## src/rtl/mwb_pkg.sv

```systemverilog
// Shared widths and lane payload layout for the Memory->Writeback stage.
package mwb_pkg;

    localparam int unsigned PC_W   = 16;
    localparam int unsigned DATA_W = 16;
    localparam int unsigned WB_W   = 3;
    localparam int unsigned REG_W  = 3;

    localparam int unsigned LANE_PAYLOAD_W = PC_W + WB_W + 3 * DATA_W + REG_W;

    typedef struct packed {
        logic [PC_W-1:0]   pc_plus1;
        logic [WB_W-1:0]   wb;
        logic [DATA_W-1:0] alu;
        logic [DATA_W-1:0] mem;
        logic [DATA_W-1:0] zpad;
        logic [REG_W-1:0]  dest;
    } lane_payload_t;

    // Payload width of one lane for arbitrary field widths (same field order as lane_payload_t).
    function automatic int unsigned lane_payload_w(input int unsigned pc_w, input int unsigned wb_w,
                                                   input int unsigned data_w, input int unsigned reg_w);
        return pc_w + wb_w + 3 * data_w + reg_w;
    endfunction

endpackage

```

## src/rtl/pipe_skid_buf.sv

```systemverilog
// Generic 2-entry valid/ready skid buffer with flush; in_ready is a registered flag.
// main_clr clears bits of the held MAIN entry whenever MAIN is not being reloaded.
module pipe_skid_buf #(
    parameter int unsigned WIDTH = 8
) (
    input  logic             clock,
    input  logic             reset,
    input  logic             flush,
    input  logic [WIDTH-1:0] main_clr,
    input  logic             in_valid,
    output logic             in_ready,
    input  logic [WIDTH-1:0] in_data,
    output logic             out_valid,
    input  logic             out_ready,
    output logic [WIDTH-1:0] out_data
);

    logic             main_valid;
    logic             skid_full;
    logic [WIDTH-1:0] main_data;
    logic [WIDTH-1:0] skid_data;
    logic             accept;
    logic             emit;

    assign accept    = in_valid && !skid_full;
    assign emit      = main_valid && out_ready;
    assign in_ready  = !skid_full;
    assign out_valid = main_valid;
    assign out_data  = main_data;

    always_ff @(posedge clock) begin
        if (!reset) begin
            main_valid <= 1'b0;
            skid_full  <= 1'b0;
            main_data  <= '0;
            skid_data  <= '0;
        end else if (flush) begin
            main_valid <= 1'b0;
            skid_full  <= 1'b0;
            main_data  <= main_data & ~main_clr;
        end else if (skid_full) begin
            // No accept is possible here; the only move is SKID -> MAIN on emit.
            if (emit) begin
                main_data <= skid_data;
                skid_full <= 1'b0;
            end else begin
                main_data <= main_data & ~main_clr;
            end
        end else if (accept) begin
            if (!main_valid || emit) begin
                main_data  <= in_data;
                main_valid <= 1'b1;
            end else begin
                skid_data <= in_data;
                skid_full <= 1'b1;
                main_data <= main_data & ~main_clr;
            end
        end else begin
            if (emit) begin
                main_valid <= 1'b0;
            end
            main_data <= main_data & ~main_clr;
        end
    end

endmodule

```

## src/rtl/mwb_pipe_stage.sv

```systemverilog
// Memory->Writeback pipeline stage: LANES slots handshaked through a 2-entry skid buffer.
// Optional stall counter port/logic enabled by defining MWB_STALL_CNT_EN.
module mwb_pipe_stage #(
    parameter int unsigned LANES  = 2,
    parameter int unsigned PC_W   = mwb_pkg::PC_W,
    parameter int unsigned DATA_W = mwb_pkg::DATA_W,
    parameter int unsigned WB_W   = mwb_pkg::WB_W,
    parameter int unsigned REG_W  = mwb_pkg::REG_W
) (
    input  logic                     clock,
    input  logic                     reset,
    input  logic                     flush,
    input  logic [LANES-1:0]         kill_lane,
    input  logic                     in_valid,
    output logic                     in_ready,
    input  logic [LANES-1:0]         in_lane_vld,
    input  logic [LANES*PC_W-1:0]    in_pc_plus1,
    input  logic [LANES*WB_W-1:0]    in_wb,
    input  logic [LANES*DATA_W-1:0]  in_alu,
    input  logic [LANES*DATA_W-1:0]  in_mem,
    input  logic [LANES*DATA_W-1:0]  in_zpad,
    input  logic [LANES*REG_W-1:0]   in_dest,
    output logic                     out_valid,
    input  logic                     out_ready,
    output logic [LANES-1:0]         out_lane_vld,
    output logic [LANES*PC_W-1:0]    out_pc_plus1,
    output logic [LANES*WB_W-1:0]    out_wb,
    output logic [LANES*DATA_W-1:0]  out_alu,
    output logic [LANES*DATA_W-1:0]  out_mem,
    output logic [LANES*DATA_W-1:0]  out_zpad,
    output logic [LANES*REG_W-1:0]   out_dest
`ifdef MWB_STALL_CNT_EN
  , output logic [15:0]              stall_count
`endif
);

    import mwb_pkg::*;

    localparam int unsigned LANE_W   = lane_payload_w(PC_W, WB_W, DATA_W, REG_W);
    localparam int unsigned BODY_W   = LANES * LANE_W;
    localparam int unsigned WIDTH    = BODY_W + LANES;
    localparam int unsigned OFF_DEST = 0;
    localparam int unsigned OFF_ZPAD = OFF_DEST + REG_W;
    localparam int unsigned OFF_MEM  = OFF_ZPAD + DATA_W;
    localparam int unsigned OFF_ALU  = OFF_MEM + DATA_W;
    localparam int unsigned OFF_WB   = OFF_ALU + DATA_W;
    localparam int unsigned OFF_PC   = OFF_WB + WB_W;

    logic [WIDTH-1:0] in_data;
    logic [WIDTH-1:0] out_data;
    logic [WIDTH-1:0] main_clr;

    // Lane valids sit above the lane payloads; flush also drops every lane valid of MAIN.
    assign in_data[BODY_W +: LANES] = in_lane_vld;
    assign out_lane_vld             = out_data[BODY_W +: LANES];
    assign main_clr                 = {kill_lane | {LANES{flush}}, {BODY_W{1'b0}}};

    for (genvar i = 0; i < LANES; i++) begin : g_lane
        assign in_data[i*LANE_W +: LANE_W] = {in_pc_plus1[i*PC_W +: PC_W],
                                              in_wb[i*WB_W +: WB_W],
                                              in_alu[i*DATA_W +: DATA_W],
                                              in_mem[i*DATA_W +: DATA_W],
                                              in_zpad[i*DATA_W +: DATA_W],
                                              in_dest[i*REG_W +: REG_W]};

        assign out_pc_plus1[i*PC_W +: PC_W] = out_data[i*LANE_W + OFF_PC +: PC_W];
        assign out_wb[i*WB_W +: WB_W]       = out_data[i*LANE_W + OFF_WB +: WB_W];
        assign out_alu[i*DATA_W +: DATA_W]  = out_data[i*LANE_W + OFF_ALU +: DATA_W];
        assign out_mem[i*DATA_W +: DATA_W]  = out_data[i*LANE_W + OFF_MEM +: DATA_W];
        assign out_zpad[i*DATA_W +: DATA_W] = out_data[i*LANE_W + OFF_ZPAD +: DATA_W];
        assign out_dest[i*REG_W +: REG_W]   = out_data[i*LANE_W + OFF_DEST +: REG_W];
    end

    pipe_skid_buf #(
        .WIDTH (WIDTH)
    ) u_skid (
        .clock     (clock),
        .reset     (reset),
        .flush     (flush),
        .main_clr  (main_clr),
        .in_valid  (in_valid),
        .in_ready  (in_ready),
        .in_data   (in_data),
        .out_valid (out_valid),
        .out_ready (out_ready),
        .out_data  (out_data)
    );

`ifdef MWB_STALL_CNT_EN
    logic [15:0] stall_q;

    // Saturating count of cycles where writeback holds off a presented bundle.
    always_ff @(posedge clock) begin
        if (!reset) begin
            stall_q <= '0;
        end else if (out_valid && !out_ready && stall_q != 16'hFFFF) begin
            stall_q <= stall_q + 16'd1;
        end
    end

    assign stall_count = stall_q;
`endif

endmodule
```

## config.mk

```make
export PLATFORM = sky130hd
export DESIGN_NAME = mwb_pipe_stage
export DESIGN_NICKNAME = d
export VERILOG_FILES = /design/src/rtl/mwb_pkg.sv /design/src/rtl/pipe_skid_buf.sv /design/src/rtl/mwb_pipe_stage.sv
export SDC_FILE = /design/constraint.sdc
export NUM_CORES = 1
export LEC_CHECK = 0
export CAP_MARGIN = 5
export CORE_UTILIZATION = 35
export CTS_BUF_LIST = sky130_fd_sc_hd__clkbuf_8
export DETAILED_ROUTE_END_ITERATION = 10
export HOLD_SLACK_MARGIN = 0.15
export PLACE_DENSITY = 0.62
export SLEW_MARGIN = 40
export SYNTH_ARGS = -nofsm -noshare
export SYNTH_HDL_FRONTEND = slang
export SYNTH_SLANG_ARGS = --single-unit
```

## constraint.sdc

```tcl
create_clock -name clock -period 2.1 [get_ports clock]
set_input_delay 0.63 -clock clock [delete_from_list [all_inputs] [get_ports clock]]
set_output_delay 0.63 -clock clock [all_outputs]
set_load 0.005 [all_outputs]
```

Word level (Yosys, flattened, before mapping). Index checks and enable logic that the tools add are counted.

Register bits: 286. Input port bits: 149. Word-level logic and storage cells: 33.

Eq/ne operators: 1. Mux-type cells: 12. Bitwise operators: 7. Reduce and logical (&&, ||, !) cells: 9.

Operator list (count): 142-bit two-way mux (5); 142-bit AND (1); 142-bit inverter (1); 1-bit two-way mux (7); 1-bit inverter (4); 4-bit AND reduction (1); 3-bit AND reduction (1); 1-bit logical AND (2); 1-bit logical NOT (2); 2-bit != test, second input constant (1); 2-bit OR (1); 2-bit nonzero test (1); 2-bit OR reduction (1); 1-bit logical OR (1).

Depth between registers and ports, before layout. Gate-level depths: netlist (run 1).

Word-level depth: 7. Depth in mapped cells: 7.

Modules after synthesis. Synthesis (run 1) repeated with hierarchy kept, for this count alone.

Cells, all modules: 1281. Area, all modules: 11957.7 sq um.

By module, submodules not included: pipe_skid_buf (instances 1, cells an instance 1278, area an instance 11941.5 sq um, sequential area each 5725.5 sq um); mwb_pipe_stage (instances 1, cells an instance 3, area an instance 16.3 sq um, sequential area each 0.0 sq um).

Worst setup path before layout (run 1). No wires, ideal clock.

Path type: input to register. Start point: input out_ready. End point: register u_skid.skid_data[41]. Library setup time: 0.122 ns. Arrival: 1.697 ns. Data required time: 1.978 ns. Slack: 0.281 ns. Stages on the path: 7. Path buffers: 3. Cells stage by stage: nand2b_1 -> or3_1 -> buf_2 -> buf_4 -> buf_2 -> nand2_1 -> a21boi_0.

Longest elaborated chain between the ends: 4.

RTL lines: from (decl) (RTL line mwb_pipe_stage.sv:24) `input logic out_ready,`; 1-bit logical AND (RTL line pipe_skid_buf.sv:26) `assign emit = main_valid && out_ready;`; 1-bit logical OR (RTL line pipe_skid_buf.sv:50) `if (!main_valid || emit) begin`; 1-bit inverter (no line); 4-bit AND reduction (no line); to (signal assigned) (RTL line pipe_skid_buf.sv:54) `skid_data <= in_data;`; to (decl) (RTL line pipe_skid_buf.sv:21) `logic [WIDTH-1:0] skid_data;`.

No other way between the ends. A chain may end at the register's enable or synchronous reset.

Final worst setup path (run 1).
Start point: register u_skid.main_data[134], in the netlist u_skid.out_data[134]. End point: output out_pc_plus1[26].

RTL lines: from (decl) (RTL line pipe_skid_buf.sv:20) `logic [WIDTH-1:0] main_data;`; from (signal assigned) (RTL line pipe_skid_buf.sv:40) `main_data <= main_data & ~main_clr;`; from (signal assigned) (RTL line pipe_skid_buf.sv:44) `main_data <= skid_data;`; from (signal assigned) (RTL line pipe_skid_buf.sv:47) `main_data <= main_data & ~main_clr;`; to (decl) (RTL line mwb_pipe_stage.sv:26) `output logic [LANES*PC_W-1:0] out_pc_plus1,`.

No word-level cell between the ends.

==> results.sh, run 1 <==
export IMPL_ff2ff_path_depth=5
export IMPL_whs_path_depth=2
export IMPL_synth_edf_count=0
export IMPL_slowest_stage="clkdlybuf4s50_1"
export IMPL_async_reset_ff_share_pct=0
export IMPL_clk_latency_ps=560
export IMPL_setup_worst_path_class="flop to primary output"
export IMPL_max_freq_mhz=488
export IMPL_yosys_top_cells_count="dfxtp_1 (286), nand2_1 (286), o21ai_0 (143), nor2_1 (141), a21boi_0 (104)"
export IMPL_ys_warn_count=0
export IMPL_r2r_start="u_skid.skid_full"
export IMPL_via_per_inst=5.11
export IMPL_power_leakage_nw=6.64
export IMPL_syn2layout_area_growth_pct=42.3
export IMPL_hpwl_mm=22.9
export IMPL_crit_chain="clkdlybuf4s50_1"
export IMPL_cts_tree="built"
export IMPL_core_um2=32800
export IMPL_placed_cell_area_um2=15700
export IMPL_outcome="completed"
export IMPL_rsz0062_at_grt="no"
export IMPL_reg2reg_slack_ps=450
export IMPL_min_period_ps=2050
export IMPL_die_x_um=185
export IMPL_drv_cap=0
export IMPL_synth_nets=1435
export IMPL_ant_nets=0
export IMPL_numPortBuffers=292
export IMPL_clock_sinks=286
export IMPL_die_h_um=185
export IMPL_drc=0
export IMPL_tightest_slew_ps=432
export IMPL_root_buffer="clkbuf_8"
export IMPL_final_core_util_pct=51.1
export IMPL_path_buf_inv=1
export IMPL_cts_made_buffers=50
export IMPL_grt_pass1_vias=10700
export IMPL_place_ws_ps=-331
export IMPL_worst_path_largest_cell_delay_ps=510
export IMPL_cellPowerDensity_nw_per_um2=729
export IMPL_clock_skew_ps=19.6
export IMPL_holdPathEnd="u_skid.skid_data[22]"
export IMPL_clkTransAtPathRegs_ps=50
export IMPL_power_total_mw=12.2
export IMPL_drive_gt1_share_pct=16.5
export IMPL_synth_top_cell_by_area="dfxtp_1"
export IMPL_min_delay_start="u_skid.skid_data[22]"
export IMPL_required_ps=1470
export IMPL_grt_overflow_total=0
export IMPL_ys_seq_elements=286
export IMPL_grt_use_total_pct=20.5
export IMPL_dr_pass1_iters=7
export IMPL_hold_viol_final=0
export IMPL_die_area_um2=34300
export IMPL_clockBufferDepth=3
export IMPL_crit_path_end_kind="primary output"
export IMPL_synthTopCellsByArea="dfxtp_1 (49%), a221oi_2 (13%), nand2_1 (9.1%), a21boi_0 (6.6%), o21ai_0 (6.1%)"
export IMPL_yosysTopAreaCellShare_pct=48.7
export IMPL_synth_avg_cell_area_um2=9.15
export IMPL_yosys_most_used_dff="dfxtp_1"
export IMPL_ir_drop_mv=0.541
export IMPL_vias=10500
export IMPL_cts_max_level=2
export IMPL_fin_nets=1731
export IMPL_hold_ws_ps=452
export IMPL_grt_pass1_wl_mm=56.5
export IMPL_drt_iter0_drc=718
export IMPL_syn_area_um2=11800
export IMPL_cp_max_fo=2
export IMPL_io_pins=293
export IMPL_final_period_utilization_pct=97.6
export IMPL_wire_per_inst_um=17.3
export IMPL_antenna_found_initial=2
export IMPL_cts_setup_buffers=0
export IMPL_final_cell_area_um2=16700
export IMPL_cp_start_kind="flop"
export IMPL_setup_ws_ps=49.9
export IMPL_start_util_pct=35.9
export IMPL_hold_class="flop to flop"
export IMPL_wl_mm=35.6
export IMPL_synthCells=1286
export IMPL_path_delay_family="buffers and inverters"
export IMPL_reg2reg_to="u_skid.out_data[12]"
export IMPL_setup_viol_count_final=0
export IMPL_synth_yosys_seq_area_share_pct=48.7
export IMPL_num_rows=66
export IMPL_slew_viol_final=0
export IMPL_grt_start_max_net_pins=77
export IMPL_synthDistinctLibCells=26
export IMPL_worstPathArrival_ps=1420
export IMPL_slew_headroom_pct=71.2
export IMPL_gp_congestion=0.774
export IMPL_setup_worst_path_start="u_skid.out_data[134]"
## repair_timing
item	4_1_cts	5_1_grt
resized for setup	24	34
setup endpoints to repair	21	34
hold endpoints to repair	0	0
pin swaps	0	0
hold buffers	0	0
gates cloned	0	0
## metal layers
metal  global-route usage, %  up-vias  wire length, um
met5                       0        -                0
met1                    26.7     5022            16000
met3                    4.56       64             2240
li1                        -     5130                -
met4                    7.07        0              837
met2                    33.2      320            16500
## cell families (layout without fill, tap and decap cells)
group | Yosys count | in the layout | synth area share [%]
and+or+nand+nor | 439 | 439 | 14.4
buffers and inverters | 126 | 459 | 5.34
AOI/OAI and AO/OA | 433 | 433 | 31.4
other | 0 | 2 | 0
muxes | 2 | 2 | 0.170
DFF | 286 | 286 | 48.7
## worst max path at each step
stage                                       end  slack, ps  cells past startpoint
final                          out_pc_plus1[26]         50                      1
after global routing                out_mem[27]       0.09                      1
after CTS                           out_alu[19]          3                      1
after detailed placement   u_skid.skid_data[92]       -330                      8
after global placement    u_skid.skid_data[102]       -270                      8
after floorplan            u_skid.skid_data[41]        280                      7
## metrics by stage
| stage | cells | TNS, ps |
|---|---|---|
| after floorplan | 1286 | 0 |
| after global placement | 1972 | -56070 |
| after detailed placement | 1972 | -64760 |
| after CTS | 2061 | 0 |
| after global routing | 2063 | 0 |
| final | 2063 | 0 |
## worst min-delay path: stages (launching register included)
cell and delay, ps:
dfxtp_1 310, nand2_1 50, a21boi_1 50
## layout by cell type (no fill, tap or decap), drive strengths merged, types with 25 or more instances in the layout
cell / Yosys / layout
o21ai: 143 / 143
a21boi: 144 / 144
a221oi: 140 / 140
inv: 2 / 25
nand2: 286 / 286
clkdlybuf4s50: 0 / 250
clkbuf: 55 / 63
dlymetal6s2s: 0 / 26
buf: 69 / 77
dfxtp: 286 / 286
nor2: 141 / 141
## power by group
part           switching [mW]  total [mW]  internal, mW
registers               0.118        5.76          5.64
logic                   0.676        1.54         0.864
clock network            2.24        4.91          2.67
total                    3.03        12.2          9.17
## flip-flops by register name (all words and copies together) (netlist names)
name and cells:
u_skid.out_valid 1, u_skid.skid_full 1, u_skid.out_data 142, u_skid.skid_data 142
## final cells by class
cell class,count,area [um2]
multi-input combinational,874,5450
inverter,2,7.51
timing repair buffer,368,4020
fill,3008,16000
clock inverter,26,101
tap,442,553
clock buffer,63,867
antenna,2,5.00
sequential,286,5750
Note: power is estimated with default switching activity, not from simulation.
==> run 2, diff against run 1 <==
--- a/config.mk
+++ b/config.mk
@@ -8,6 +8,7 @@
 export CAP_MARGIN = 5
 export CORE_UTILIZATION = 35
 export CTS_BUF_LIST = sky130_fd_sc_hd__clkbuf_8
+export CTS_CLUSTER_SIZE = 28
 export DETAILED_ROUTE_END_ITERATION = 10
 export HOLD_SLACK_MARGIN = 0.15
 export PLACE_DENSITY = 0.62
==> results of run 2 <==
Final layout, timing and power as in run 1 (identical DEF).
==> run 3, diff against run 2 <==
--- a/config.mk
+++ b/config.mk
@@ -5,7 +5,6 @@
 export SDC_FILE = /design/constraint.sdc
 export NUM_CORES = 1
 export LEC_CHECK = 0
-export CAP_MARGIN = 5
 export CORE_UTILIZATION = 35
 export CTS_BUF_LIST = sky130_fd_sc_hd__clkbuf_8
 export CTS_CLUSTER_SIZE = 28
==> results of run 3 <==
Final layout, timing and power as in run 1 (identical DEF).
